File: src/rtl/hazard_ctrl.sv
// hazard_ctrl: pipeline hazard controller (load-use stall, branch redirect/flush, external halt)
//
// Optional feature macro: HAZARD_CTRL_PERF_EN adds saturating stall/flush counters.
//
// Ports:
//   clk              single clock, rising edge
//   rst              synchronous active-high reset
//   i_d_rs1/i_d_rs2  decode-stage source registers
//   i_ex_rd          execute-stage destination register
//   i_ex_memrd       execute-stage instruction is a load
//   i_ex_br_taken    execute stage resolved a taken branch/jump
//   i_ex_br_target   redirect target word address
//   i_halt_req       external hold request
//   o_f_pcwr         fetch hold (PC and fetch outputs frozen)
//   o_f_pcsrc        fetch redirect strobe
//   o_f_pc_in        redirect target while o_f_pcsrc=1, else 0
//   o_d_flush        kill the fetch/decode register
//   o_e_bubble       insert a NOP into execute
//   o_stall_cnt      (HAZARD_CTRL_PERF_EN) cycles with o_f_pcwr=1, saturating
//   o_flush_cnt      (HAZARD_CTRL_PERF_EN) cycles with o_f_pcsrc=1, saturating
module hazard_ctrl #(
    parameter int LU_STALL = 1,
    parameter int XLEN_PC  = 12
) (
    input  logic               clk,
    input  logic               rst,
    input  logic [4:0]         i_d_rs1,
    input  logic [4:0]         i_d_rs2,
    input  logic [4:0]         i_ex_rd,
    input  logic               i_ex_memrd,
    input  logic               i_ex_br_taken,
    input  logic [XLEN_PC-1:0] i_ex_br_target,
    input  logic               i_halt_req,
    output logic               o_f_pcwr,
    output logic               o_f_pcsrc,
    output logic [XLEN_PC-1:0] o_f_pc_in,
    output logic               o_d_flush,
    output logic               o_e_bubble
`ifdef HAZARD_CTRL_PERF_EN
    ,
    output logic [15:0]        o_stall_cnt,
    output logic [15:0]        o_flush_cnt
`endif
);
    typedef enum logic [1:0] {RUN, STALL, FLUSH, HALT} state_t;

    localparam logic [1:0] LU_M1 = 2'(LU_STALL - 1);

    state_t     r_state, w_nstate;
    logic [1:0] r_scnt, w_nscnt;
    logic       w_hit;

    assign w_hit = i_ex_memrd && (i_ex_rd != 5'd0) && (i_ex_rd == i_d_rs1 || i_ex_rd == i_d_rs2);

    // HALT with halt_req released behaves like RUN in that same cycle, so a
    // load-use hazard present at release is caught without extra latency.
    // A FLUSH cycle that coincides with a halt still kills the decode slot.
    always_comb begin
        o_f_pcwr   = 1'b0;
        o_f_pcsrc  = 1'b0;
        o_f_pc_in  = '0;
        o_d_flush  = 1'b0;
        o_e_bubble = 1'b0;
        w_nstate   = RUN;
        w_nscnt    = 2'd0;
        if (rst) begin
            w_nstate = RUN;
        end else if (i_ex_br_taken) begin
            o_f_pcsrc = 1'b1;
            o_f_pc_in = i_ex_br_target;
            o_d_flush = 1'b1;
            w_nstate  = FLUSH;
        end else if (i_halt_req) begin
            o_f_pcwr   = 1'b1;
            o_e_bubble = 1'b1;
            o_d_flush  = (r_state == FLUSH);
            w_nstate   = HALT;
        end else if (r_state == FLUSH) begin
            o_d_flush  = 1'b1;
            o_e_bubble = 1'b1;
        end else if (r_state == STALL) begin
            o_f_pcwr   = 1'b1;
            o_e_bubble = 1'b1;
            w_nscnt    = (r_scnt == 2'd0) ? 2'd0 : r_scnt - 2'd1;
            w_nstate   = (r_scnt > 2'd1) ? STALL : RUN;
        end else if (w_hit) begin
            o_f_pcwr   = 1'b1;
            o_e_bubble = 1'b1;
            w_nscnt    = LU_M1;
            w_nstate   = (LU_STALL > 1) ? STALL : RUN;
        end
    end

    always_ff @(posedge clk) begin
        if (rst) begin
            r_state <= RUN;
            r_scnt  <= 2'd0;
        end else begin
            r_state <= w_nstate;
            r_scnt  <= w_nscnt;
        end
    end

`ifdef HAZARD_CTRL_PERF_EN
    logic [15:0] r_stall_cnt, r_flush_cnt;

    always_ff @(posedge clk) begin
        if (rst) begin
            r_stall_cnt <= 16'd0;
            r_flush_cnt <= 16'd0;
        end else begin
            if (o_f_pcwr && r_stall_cnt != 16'hFFFF)
                r_stall_cnt <= r_stall_cnt + 16'd1;
            if (o_f_pcsrc && r_flush_cnt != 16'hFFFF)
                r_flush_cnt <= r_flush_cnt + 16'd1;
        end
    end

    assign o_stall_cnt = r_stall_cnt;
    assign o_flush_cnt = r_flush_cnt;
`endif
endmodule

File: config.mk
export PLATFORM = sky130hd
export DESIGN_NAME = hazard_ctrl
export DESIGN_NICKNAME = d
export VERILOG_FILES = /design/src/rtl/hazard_ctrl.sv
export SDC_FILE = /design/constraint.sdc
export NUM_CORES = 1
export LEC_CHECK = 0
export BUFFER_PORTS_ARGS = -buffer_cell sky130_fd_sc_hd__buf_4
export CORE_AREA = 2 2 39 41
export DETAILED_ROUTE_END_ITERATION = 10
export DIE_AREA = 0 0 41 43
export GPL_TIMING_DRIVEN = 1
export PLACE_DENSITY = 0.77
export SYNTH_ARGS = -nofsm -noshare
export SYNTH_HDL_FRONTEND = slang
export SYNTH_SLANG_ARGS = --single-unit
File: constraint.sdc
create_clock -name clk -period 5.4 [get_ports clk]
set_input_delay 1.35 -clock clk [delete_from_list [all_inputs] [get_ports clk]]
set_output_delay 1.35 -clock clk [all_outputs]
set_load 0.02 [all_outputs]
==> impl_metrics.py <==
metrics = {
    "clocking": {
        "cts_tree": "yes",
        "cts_hold_buf": 0,
        "clkTransAtPathRegs_ps": 40,
        "cts_setup_buffers": 0,
        "clock_latency_ps": 230,
        "postCtsResizedCells": 0,
        "clock_sinks": 4,
        "cts_root_buf": "clkbuf_4",
        "cts.path.max_buffers": 2,
        "htree_levels": 1,
        "cts_buffers": 3,
    },
    "critical_path": {
        "crit_top_cell": "buf_4",
        "path_buf_inv": 2,
        "cpPeakStageDelay_ps": 520,
        "r2r_setup_slack_ps": 4430,
        "path_class": "primary input to primary output",
        "cp_top_family": "simple AND/OR/NAND/NOR gates",
        "critPathSlowestCell": "or4_1",
        "worstPathArrival_ps": 2820,
        "path_cells": "buf_4 > or4_1 > o21a_1 > a2111oi_2 > nor3_1 > buf_4",
        "reg2reg_from": "r_state[0]",
        "r2r_cells": 3,
        "crit_start": "i_ex_rd[1]",
        "r2r_end": "r_state[0]",
        "critPathCaptureType": "primary output",
        "critPathLaunchType": "primary input",
        "cp_max_fo": 3,
        "crit_required_ps": 4050,
    },
    "placement": {
        "pre_cts_slack_ps": 1230,
        "io_buffers": 47,
        "dp_hpwl_um": 1130,
        "gp_congestion": 0.681,
    },
    "final_layout": {
        "final_nets": 144,
        "fillerInstances": 143,
        "syn_to_final_growth_pct": 92.1,
        "layout-drive-gt1-share": 0.472,
        "diodes": 0,
        "post-route-util": 0.590,
    },
    "timing": {
        "max_slew_margin": 0.597,
        "finalClockSkew_ps": 3.45,
        "finalHoldViolations": 0,
        "clock.fmax_mhz": 240,
        "finalWorstSetupSlack_ps": 1230,
        "setup_viol": 0,
        "finalMaxSlewViolations": 0,
        "rsz0062_at_grt": "false",
        "post-route-period-util": 0.772,
        "period_needed_ps": 4170,
        "fin_tns_setup_ps": 0,
        "worstMarginPinSlew_ps": 603,
    },
    "global_route": {
        "grtUsageTotal": 0.157,
        "grt_pass1_vias": 543,
        "grt_max_degree": 14,
        "grt_antenna_before_repair": 0,
        "grt_first_pass_wirelength_um": 1950,
        "overflow": 0,
    },
    "floorplanning": {
        "placeableCoreArea_mm2": 0.00138,
        "initial_utilization": 0.307,
        "num_rows": 14,
        "dieArea_mm2": 0.00176,
        "die_y_um": 43,
        "ios": 48,
        "fp.dieW_um": 41,
    },
    "synth": {
        "muxShareOfSynthArea": 0,
        "synth.distinct_cells": 18,
        "synthCells": 59,
        "yosys_warnings": 0,
        "syn-cell-area_um2": 425,
        "syn_nets": 93,
        "yosys.area_share.adder": 0.0588,
        "yosys.area_share.simple": 0.388,
        "synth-compound-area-share": 0.115,
        "synth_xor_area_frac": 0.206,
        "avgSynthCellArea_um2": 7.21,
        "ys_ff_latch": 4,
        "synth_top_family_by_area": "simple AND/OR/NAND/NOR gates",
        "yosysSeqAreaShare": 0.188,
    },
    "route": {
        "dr_wl_met2_um": 744,
        "drtPass1Iterations": 2,
        "drt-total-wl_um": 1330,
        "vias_per_cell": 4.60,
        "highest_layer": "met3",
        "drt_iter0_markers": 3,
        "drc_errors": 0,
        "dr_wl_met3_um": 88,
        "ant_nets": 0,
        "num_vias": 570,
        "wl_per_cell_um": 10.7,
        "drt-met1-wl_um": 495,
    },
    "power_and_ir_drop": {
        "vdd.ir_drop.worst_mv": 0.0861,
        "cellLeakagePower_uw": 0.000403,
        "p_per_area_mw_per_mm2": 148,
        "p_int_uw": 85.8,
        "pwr-share-clk": 0.305,
        "pwr-share-seq": 0.256,
        "switching_share": 0.289,
        "netSwitchingPower_uw": 34.9,
        "comb_power_share": 0.439,
    },
    "min_path": {
        "min_from": "r_scnt[0]",
        "worstHoldPathType": "flip-flop to flip-flop",
        "min_delay_path_depth": 1,
        "worstHoldEndpoint": "r_scnt[0]",
    },
    "run_status": {
        "status": "completed",
    },
    "flow_run": {
        "maxCapViolCount": 0,
    },
}
Yosys cell counts:
cell       number  area share
nand3_1         3       0.035
o21a_1          1       0.018
clkbuf_1        1      0.0088
or4_1           1       0.018
and2_1         12        0.18
xnor2_1        10        0.21
o2111ai_1       1       0.021
inv_1           4       0.035
a2111oi_2       1       0.035
o22ai_1         1       0.015
nor2_1          9       0.079
dfxtp_1         4        0.19
nand2_1         3       0.026
a31oi_1         1       0.015
ha_1            2       0.059
nor3_1          2       0.024
nor2b_1         2       0.029
o21ai_0         1       0.012
metrics by stage:
stage / hold WS, ps / cells / area (um^2) / power, uW
after floorplan: 417 / 59 / 425 / 54.5
after detailed placement: 440 / 121 / 795 / 84.7
after global placement: 429 / 121 / 795 / 84.3
final: 440 / 124 / 817 / 121
after global routing: 465 / 124 / 817 / 127
after CTS: 445 / 124 / 817 / 123
layout make-up:
| type | instances | area, um^2 | area share |
|---|---|---|---|
| Multi-Input combinational cell | 50 | 327 | 0.400 |
| Sequential cell | 4 | 80.1 | 0.0980 |
| Clock buffer | 3 | 22.5 | 0.0276 |
| Tap cell | 16 | 20.0 | 0.0245 |
| Timing Repair Buffer | 47 | 353 | 0.432 |
| Inverter | 4 | 15.0 | 0.0184 |
worst reg2reg max path, cell delays in order, from the launching register on:
cell     delay, ps
dfxtp_1        340
nor2b_1        290
a31oi_1        130
nor3_1         120
cell usage in the layout, fill, tap and decap left out:
cell type / n
clkbuf_4: 3
inv_1: 4
o22ai_1: 1
nor3_1: 2
o21ai_0: 1
nor2_1: 9
and2_1: 12
xnor2_1: 10
nor2b_1: 2
or4_1: 1
a2111oi_2: 1
o2111ai_1: 1
nand3_1: 3
ha_1: 2
nand2_1: 3
dfxtp_1: 4
buf_4: 47
a31oi_1: 1
o21a_1: 1
how the worst max path moves through the flow:
stage	to	slack (ps)	cells after the start
2_1_floorplan	o_e_bubble	1500	4
3_3_place_gp	o_e_bubble	1260	6
3_5_place_dp	o_e_bubble	1230	6
4_1_cts	o_e_bubble	1220	6
5_1_grt	o_e_bubble	1190	6
6_report	o_e_bubble	1230	6
state kept, by name, indices dropped and copies added (netlist names):
register	cells
r_scnt	2
r_state	2
metal layers:
layer | GRT usage | vias to the layer above
met1 | 0.157 | 263
met2 | 0.275 | 15
met4 | 0.0800 | 0
li1 | - | 292
met3 | 0.0419 | 0
met5 | 0 | -
power by group through the flow:
stage                     Clock, uW  Combinational, uW  Sequential (uW)
after CTS                      38.9               53.5             30.9
after global placement            0               52.9             31.4
after detailed placement          0               53.3             31.4
after global routing           39.1               57.3             31.0
after floorplan                   0               23.2             31.3
final                          36.8               53.0             31.0
kinds of logic after synthesis:
| kind of cell | Yosys count |
|---|---|
| simple gates | 32 |
| xor+xnor | 10 |
| compound gates | 6 |
| buf+inv | 5 |
| flops | 4 |
| fa+ha+maj | 2 |
(Power assumes the default switching activity.)
